===== src/rtl/ifetch_ctrl.sv =====
// Instruction fetch controller: issues one instruction-memory read per cycle,
// holds the request address across memory stalls, and drops data from a
// request that was in flight when a branch/jump redirect arrived.
module ifetch_ctrl #(
    parameter int ADDR_W = 32,
    parameter int DATA_W = 32
) (
    input  logic              clk,
    input  logic              rst_n,
    input  logic [ADDR_W-1:0] pc_i,
    input  logic              fetch_en_i,
    input  logic              flush_i,
    input  logic              id_stall_i,
    output logic              mem_ren_o,
    output logic [ADDR_W-3:0] mem_addr_o,
    input  logic              mem_stall_i,
    input  logic [DATA_W-1:0] mem_rdata_i,
    output logic [DATA_W-1:0] inst_o,
    output logic [ADDR_W-1:0] inst_pc_o,
    output logic              inst_valid_o,
    output logic              stall_o,
    output logic [31:0]       fetch_cnt_o
);

    typedef enum logic [1:0] {
        IDLE  = 2'd0,
        FETCH = 2'd1,
        MISS  = 2'd2,
        DROP  = 2'd3
    } state_t;

    state_t            state_q, state_d;
    logic [ADDR_W-1:0] addr_q, addr_d;
    logic [DATA_W-1:0] inst_q, inst_d;
    logic [ADDR_W-1:0] inst_pc_q, inst_pc_d;
    logic              inst_valid_q, inst_valid_d;
    logic [31:0]       fetch_cnt_q, fetch_cnt_d;
    logic              mem_ren;
    logic [ADDR_W-3:0] mem_addr;

    // Memory request: outstanding MISS/DROP requests keep the latched address.
    always_comb begin
        mem_ren  = 1'b0;
        mem_addr = pc_i[ADDR_W-1:2];
        case (state_q)
            FETCH: mem_ren = ~id_stall_i;
            MISS, DROP: begin
                mem_ren  = 1'b1;
                mem_addr = addr_q[ADDR_W-1:2];
            end
            default: mem_ren = 1'b0;
        endcase
        if (!rst_n) begin
            mem_ren = 1'b0;
        end
    end

    // Next state and output-register updates; flush beats decode stall beats delivery.
    always_comb begin
        state_d      = state_q;
        addr_d       = addr_q;
        inst_d       = inst_q;
        inst_pc_d    = inst_pc_q;
        inst_valid_d = inst_valid_q;
        fetch_cnt_d  = fetch_cnt_q;
        case (state_q)
            IDLE: begin
                if (flush_i) begin
                    inst_valid_d = 1'b0;
                end
                if (fetch_en_i) begin
                    state_d = FETCH;
                end
            end
            FETCH: begin
                if (flush_i) begin
                    inst_valid_d = 1'b0;
                    if (mem_ren && mem_stall_i) begin
                        addr_d  = pc_i;
                        state_d = DROP;
                    end else if (!fetch_en_i) begin
                        state_d = IDLE;
                    end
                end else if (id_stall_i) begin
                    if (!fetch_en_i) begin
                        state_d = IDLE;
                    end
                end else if (mem_stall_i) begin
                    addr_d       = pc_i;
                    inst_valid_d = 1'b0;
                    state_d      = MISS;
                end else begin
                    inst_d       = mem_rdata_i;
                    inst_pc_d    = pc_i;
                    inst_valid_d = 1'b1;
                    fetch_cnt_d  = fetch_cnt_q + 32'd1;
                    if (!fetch_en_i) begin
                        state_d = IDLE;
                    end
                end
            end
            MISS: begin
                if (flush_i) begin
                    inst_valid_d = 1'b0;
                    if (mem_stall_i) begin
                        state_d = DROP;
                    end else begin
                        state_d = fetch_en_i ? FETCH : IDLE;
                    end
                end else if (!mem_stall_i && !id_stall_i) begin
                    // Data arriving under a decode stall is simply re-read next
                    // cycle: the address is still held, so nothing is lost.
                    inst_d       = mem_rdata_i;
                    inst_pc_d    = addr_q;
                    inst_valid_d = 1'b1;
                    fetch_cnt_d  = fetch_cnt_q + 32'd1;
                    state_d      = fetch_en_i ? FETCH : IDLE;
                end
            end
            DROP: begin
                inst_valid_d = 1'b0;
                if (!mem_stall_i) begin
                    state_d = fetch_en_i ? FETCH : IDLE;
                end
            end
            default: state_d = IDLE;
        endcase
    end

    // State and output registers with synchronous active-low reset.
    always_ff @(posedge clk) begin
        if (!rst_n) begin
            state_q      <= IDLE;
            addr_q       <= '0;
            inst_q       <= '0;
            inst_pc_q    <= '0;
            inst_valid_q <= 1'b0;
            fetch_cnt_q  <= '0;
        end else begin
            state_q      <= state_d;
            addr_q       <= addr_d;
            inst_q       <= inst_d;
            inst_pc_q    <= inst_pc_d;
            inst_valid_q <= inst_valid_d;
            fetch_cnt_q  <= fetch_cnt_d;
        end
    end

    assign mem_ren_o    = mem_ren;
    assign mem_addr_o   = mem_addr;
    assign inst_o       = inst_q;
    assign inst_pc_o    = inst_pc_q;
    assign inst_valid_o = inst_valid_q;
    assign fetch_cnt_o  = fetch_cnt_q;
    assign stall_o      = id_stall_i | (mem_ren & mem_stall_i) | (state_q == MISS)
                        | (state_q == DROP) | ~fetch_en_i;

endmodule

===== config.mk =====
export PLATFORM = sky130hd
export DESIGN_NAME = ifetch_ctrl
export DESIGN_NICKNAME = d
export VERILOG_FILES = /design/src/rtl/ifetch_ctrl.sv
export SDC_FILE = /design/constraint.sdc
export NUM_CORES = 1
export LEC_CHECK = 0
export CELL_PAD_IN_SITES_DETAIL_PLACEMENT = 0
export CELL_PAD_IN_SITES_GLOBAL_PLACEMENT = 1
export CORE_ASPECT_RATIO = 0.7
export CORE_UTILIZATION = 35
export DETAILED_ROUTE_END_ITERATION = 8
export PLACE_DENSITY = 0.87
export SLEW_MARGIN = 20
export SYNTH_ARGS = -nofsm -noshare
export SYNTH_HDL_FRONTEND = slang
export SYNTH_SLANG_ARGS = --single-unit
export TNS_END_PERCENT = 1

===== constraint.sdc =====
create_clock -name clk -period 4.9 [get_ports clk]
set_input_delay 0.735 -clock clk [delete_from_list [all_inputs] [get_ports clk]]
set_output_delay 0.735 -clock clk [all_outputs]
set_load 0.02 [all_outputs]

Word-level counts from Yosys, hierarchy flattened
Index checks and enable logic that the tools add are counted.

Word-level logic and storage cells: 85. Flip-flop bits (word level): 131. Input bits: 70. Output and inout port bits: 129.

$add $sub $neg: 1. Reduce and logical (&&, ||, !) cells: 12. Multiplexer cells: 44. Equality and inequality tests: 15. Bitwise logic cells: 7.

Operators with widths (number): $mux 32 (19); $pmux 32 s2 (3); $add 32x1->32 const B (1); $mux 30 (1); $mux 2 (10); $ne 2x2->1 const B (9); $mux 1 (8); $pmux 2 s4 (1); $ne 3x3->1 const B (2); $reduce_and 3->1 (2); $reduce_and 6->1 (1); $eq 2x2->1 const B (2); $or 1x1->1 (4); $pmux 1 s4 (1); $reduce_and 4->1 (1); $reduce_bool 2->1 (2); $eq 2x1->1 const B (1); $logic_and 1x1->1 (2); $logic_not 1->1 (2); $logic_not 2->1 (1); $ne 2x1->1 const B (1); $not 1->1 (2); $pmux 1 s2 (1); $reduce_or 2->1 (1); $and 1x1->1 (1).

Logic depth before layout (Yosys ltp)
Depth in word-level cells: 9. Mapped depth: 8. Gate-level depth less buffers: 7.

Worst setup path before layout
OpenSTA, ideal clock, no wires.

Path kind: reg-to-output. From: reg state_q[0]. To: out mem_addr_o[10]. Setup slack: 2.262 ns. Buffers on the path: 2. Cell stages (with the launch flop): 7. Arrival: 1.903 ns. Data required time: 4.165 ns. Cell sequence: dfxtp_1 -> inv_1 -> ha_1 -> buf_2 -> nor2_1 -> clkbuf_1 -> mux2_2.

Longest elaborated chain between the ends: 3. Elaborated cells between the ends (all ways): 4.

Ends and longest elaborated chain: start, declared (line 32) `state_t state_q, state_d;`; start signal, assigned (line 140) `state_q <= state_d;`; $eq 2x2->1 (line 45) `case (state_q)`; $reduce_or 2->1 (*) (line 45); $mux 30 (*) (line 45); end, declared (line 15) `output logic [ADDR_W-3:0] mem_addr_o,`.

Every way passes the cells marked *; elsewhere a longest branch is shown, timed or not.

Worst setup path after layout
From: reg state_q[0]. To: out mem_addr_o[14].

The elaborated chain is that of the path after synthesis.

==> impl_metrics.prom <==
# TYPE chip_impl_metric gauge
chip_impl_metric{name="syn_area",unit="um2"} 5705
chip_impl_info{name="setup.worst_path.class",value="flop to output port"} 1
chip_impl_metric{name="final_max_slew_viol_count",unit=""} 0
chip_impl_metric{name="drt_iter0_markers",unit=""} 293
chip_impl_info{name="worstReg2RegStart",value="state_q[0]"} 1
chip_impl_metric{name="global_route_congestion_overflow_total",unit=""} 0
chip_impl_metric{name="initial_core_util",unit=""} 0.3636
chip_impl_metric{name="route.detailed.vias_per_inst",unit=""} 4.906
chip_impl_metric{name="worst_slew_pin_slew",unit="ps"} 966.8
chip_impl_metric{name="drc_errors",unit=""} 0
chip_impl_metric{name="numCtsBuffers",unit=""} 17
chip_impl_metric{name="postSynthCellCount",unit=""} 668
chip_impl_metric{name="place_hpwl",unit="mm"} 10.70
chip_impl_metric{name="io_buffer_count",unit=""} 198
chip_impl_info{name="layout_common_cells",value="198 x sky130_fd_sc_hd__clkdlybuf4s50_1, 150 x sky130_fd_sc_hd__nand2_1, 131 x sky130_fd_sc_hd__dfxtp_1, 76 x sky130_fd_sc_hd__a21oi_1, 61 x sky130_fd_sc_hd__nor2_1"} 1
chip_impl_metric{name="gp_routability_congestion",unit=""} 0.7586
chip_impl_metric{name="synth.net_count",unit=""} 744
chip_impl_metric{name="worst_clock_skew",unit="ps"} 12.48
chip_impl_metric{name="synth_cell_type_count",unit=""} 37
chip_impl_metric{name="max_cap_viol_count",unit=""} 0
chip_impl_info{name="tritoncts",value="done"} 1
chip_impl_metric{name="power.leakage",unit="nW"} 2.802
chip_impl_metric{name="drive_above_1_share",unit=""} 0.09281
chip_impl_metric{name="n_fill_cell",unit=""} 1426
chip_impl_info{name="timing.hold.worst.start",value="inst_o[7]"} 1
chip_impl_info{name="setup.worst_path.start_class",value="flop"} 1
chip_impl_metric{name="min_period",unit="ps"} 3600
chip_impl_metric{name="global_route_wire_length_before_repair",unit="mm"} 25.21
chip_impl_metric{name="cts_repair_resize_count",unit=""} 0
chip_impl_metric{name="power.density_cell_area",unit="nW/um2"} 306.8
chip_impl_metric{name="setup_tns",unit="ps"} 0
chip_impl_metric{name="vdd_ir_drop_max",unit="mV"} 0.1924
chip_impl_metric{name="clock_tree.htree_level_count",unit=""} 4
chip_impl_metric{name="antenna_left",unit=""} 0
chip_impl_metric{name="die-area",unit="um2"} 16820
chip_impl_metric{name="max_freq",unit="GHz"} 0.2778
chip_impl_metric{name="design.core.area",unit="um2"} 15690
chip_impl_metric{name="hold_path_depth",unit=""} 2
chip_impl_info{name="clock-root-buffer",value="sky130_fd_sc_hd__clkbuf_16"} 1
chip_impl_metric{name="synth_warnings",unit=""} 0
chip_impl_metric{name="postRouteWirelength",unit="mm"} 15.92
chip_impl_info{name="endpoint_kind",value="output port"} 1
chip_impl_metric{name="worstSkewPairLatency",unit="ps"} 410
chip_impl_metric{name="drt_pre_antenna_iters",unit=""} 5
chip_impl_metric{name="floorplan.die.height",unit="um"} 108.8
chip_impl_metric{name="std_cell_rows",unit=""} 38
chip_impl_metric{name="final_cell_area",unit="um2"} 8443
chip_impl_metric{name="antenna_found_initial",unit=""} 0
chip_impl_metric{name="postSynthRegisterBits",unit=""} 131
chip_impl_metric{name="final.period_utilization",unit=""} 0.7347
chip_impl_metric{name="cts.hold.buffers_added",unit=""} 0
chip_impl_metric{name="die_w",unit="um"} 154.6
chip_impl_metric{name="via_count_of_the_first_global_routing_pass",unit=""} 4767
chip_impl_info{name="result_of_the_run",value="complete, no violations"} 1
chip_impl_metric{name="floorplan.io_pins",unit=""} 199
chip_impl_metric{name="synth_to_final_area_change",unit="%"} 47.98
chip_impl_metric{name="post-cts-setup-buffer-count",unit=""} 0
chip_impl_info{name="layout.cells.most_common",value="sky130_fd_sc_hd__clkdlybuf4s50_1"} 1
chip_impl_metric{name="cts.path.max_buffers",unit=""} 2
chip_impl_metric{name="syn_avg_cell_area",unit="um2"} 8.541
chip_impl_metric{name="hold_violations",unit=""} 0
chip_impl_info{name="cp-startpoint",value="state_q[0]"} 1
chip_impl_metric{name="worst-endpoint-arrival",unit="ps"} 2860
chip_impl_metric{name="finalSetupViolCount",unit=""} 0
chip_impl_metric{name="total_power_after_layout",unit="mW"} 2.591
chip_impl_metric{name="synth-seq-area-share",unit=""} 0.4596
chip_impl_metric{name="detail_route.wl_per_cell",unit="um"} 14.97
chip_impl_metric{name="via_count",unit=""} 5215
chip_impl_metric{name="postPlaceCellArea",unit="um2"} 7873
chip_impl_metric{name="required",unit="ps"} 4160
chip_impl_info{name="grt_setup_unrepaired",value="false"} 1
chip_impl_metric{name="groute.usage.overall",unit=""} 0.1907
chip_impl_metric{name="multi_input_gate_area_in_the_final_layout",unit="um2"} 2905
chip_impl_metric{name="maximum_number_of_pins_on_one_net_before_global_route_repair",unit=""} 70
chip_impl_metric{name="clk_slew_on_worst_s_h_paths",unit="ps"} 60
chip_impl_info{name="tightest_hold_check_type",value="flop to flop"} 1
chip_impl_metric{name="finalNetCount",unit=""} 925
chip_impl_metric{name="regArea",unit="um2"} 2623
chip_impl_metric{name="critical_path.max_fanout",unit=""} 34
chip_impl_metric{name="cts.sink_count",unit=""} 131
chip_impl_metric{name="slew_headroom",unit=""} 0.3539
chip_impl_metric{name="worst_reg2reg_path_length_in_cells",unit=""} 8
## cell type report
cell class	instances	area share
flip-flops and latches	131	0.3106
multi-input cells	484	0.3441
clock buffers	18	0.05202
clock inverters	14	0.01526
inverters	8	0.003853
diodes	1	0.0002964
well taps	200	0.02964
repair buffers	207	0.2442
## critical path, cell delays in order (launching register included)
cell                              delay [ps]
sky130_fd_sc_hd__dfxtp_1                 390
sky130_fd_sc_hd__inv_1                   120
sky130_fd_sc_hd__ha_2                    220
sky130_fd_sc_hd__nor2_4                  750
sky130_fd_sc_hd__mux2_2                  420
sky130_fd_sc_hd__clkdlybuf4s50_1         550
## cells by family after synthesis
kind of cell             after synthesis  synth area share
AO/OA/AOI/OAI                        128            0.1329
XOR/XNOR                              24           0.03684
adder cells (fa/ha/maj)                6           0.01316
buffers and inverters                 53           0.03706
flip-flops                           131            0.4596
multiplexers                          62            0.1154
AND/OR/NAND/NOR                      264            0.2050
## cell usage after synthesis
cell type,instances,area share
sky130_fd_sc_hd__nand3_2,1,0.0018
sky130_fd_sc_hd__a32oi_1,2,0.0031
sky130_fd_sc_hd__xor2_1,17,0.026
sky130_fd_sc_hd__nor3_2,2,0.0035
sky130_fd_sc_hd__mux2_2,30,0.059
sky130_fd_sc_hd__a2111oi_0,1,0.0015
sky130_fd_sc_hd__o311ai_0,1,0.0015
sky130_fd_sc_hd__a311o_1,1,0.0018
sky130_fd_sc_hd__nor4_4,2,0.0075
sky130_fd_sc_hd__ha_1,6,0.013
sky130_fd_sc_hd__or4_1,1,0.0013
sky130_fd_sc_hd__nand2_1,150,0.099
sky130_fd_sc_hd__nand3_1,8,0.0070
sky130_fd_sc_hd__a211oi_1,33,0.043
sky130_fd_sc_hd__nor3_1,3,0.0026
sky130_fd_sc_hd__a221oi_1,1,0.0015
sky130_fd_sc_hd__a221o_1,1,0.0018
sky130_fd_sc_hd__buf_2,10,0.0088
sky130_fd_sc_hd__nand4_1,12,0.013
sky130_fd_sc_hd__and2_1,2,0.0022
sky130_fd_sc_hd__or2_1,1,0.0011
sky130_fd_sc_hd__and3_1,3,0.0033
sky130_fd_sc_hd__o31ai_1,1,0.0013
sky130_fd_sc_hd__clkbuf_1,30,0.020
sky130_fd_sc_hd__inv_1,8,0.0053
sky130_fd_sc_hd__a21oi_1,76,0.067
sky130_fd_sc_hd__nand4b_1,3,0.0046
sky130_fd_sc_hd__dfxtp_1,131,0.46
sky130_fd_sc_hd__a211o_1,1,0.0015
sky130_fd_sc_hd__buf_1,5,0.0033
sky130_fd_sc_hd__mux2i_1,32,0.056
sky130_fd_sc_hd__and4_1,5,0.0077
sky130_fd_sc_hd__xnor2_1,7,0.011
sky130_fd_sc_hd__nor2_1,62,0.041
sky130_fd_sc_hd__or3_1,7,0.0077
sky130_fd_sc_hd__o21ai_0,10,0.0088
sky130_fd_sc_hd__nand2b_1,2,0.0022
## metrics by stage
stage          setup WS [ps]    util  hold slack, ps  std cells
2_1_floorplan           2262       -           436.0        668
3_3_place_gp            1581  0.5018           440.2       1030
3_5_place_dp            1570  0.5018           446.9       1030
4_1_cts                 1279  0.5380           455.3       1062
5_1_grt                 1117  0.5380           467.7       1062
6_report                1300  0.5381           453.0       1063
## metal layers
layer | up-vias | GRT usage | share of wire
met5 | - | 0 | 0
met4 | 0 | 0.05304 | 0.0038
met3 | 7 | 0.05525 | 0.071
met2 | 174 | 0.2825 | 0.42
met1 | 2358 | 0.2681 | 0.51
li1 | 2676 | - | -
## flip-flops by register name (all words and copies together), names as in the netlist
signal        count
inst_valid_o      1
inst_pc_o        32
fetch_cnt_o      32
state_q           2
addr_q           32
inst_o           32
## report_power, final
group,leakage (nW),switching [mW],internal [mW]
Clock,0.273,0.502,0.717
Combinational,1.47,0.136,0.135
Sequential,1.06,0.0133,1.09
Total,2.80,0.651,1.94
## worst paths after layout
path                           to  slack [ps]
setup / recovery   mem_addr_o[14]        1300
hold reg to reg         inst_o[7]         450
hold / removal          inst_o[7]         450
setup reg to reg  fetch_cnt_o[24]        1670
Power figures use the tool's default switching activity.
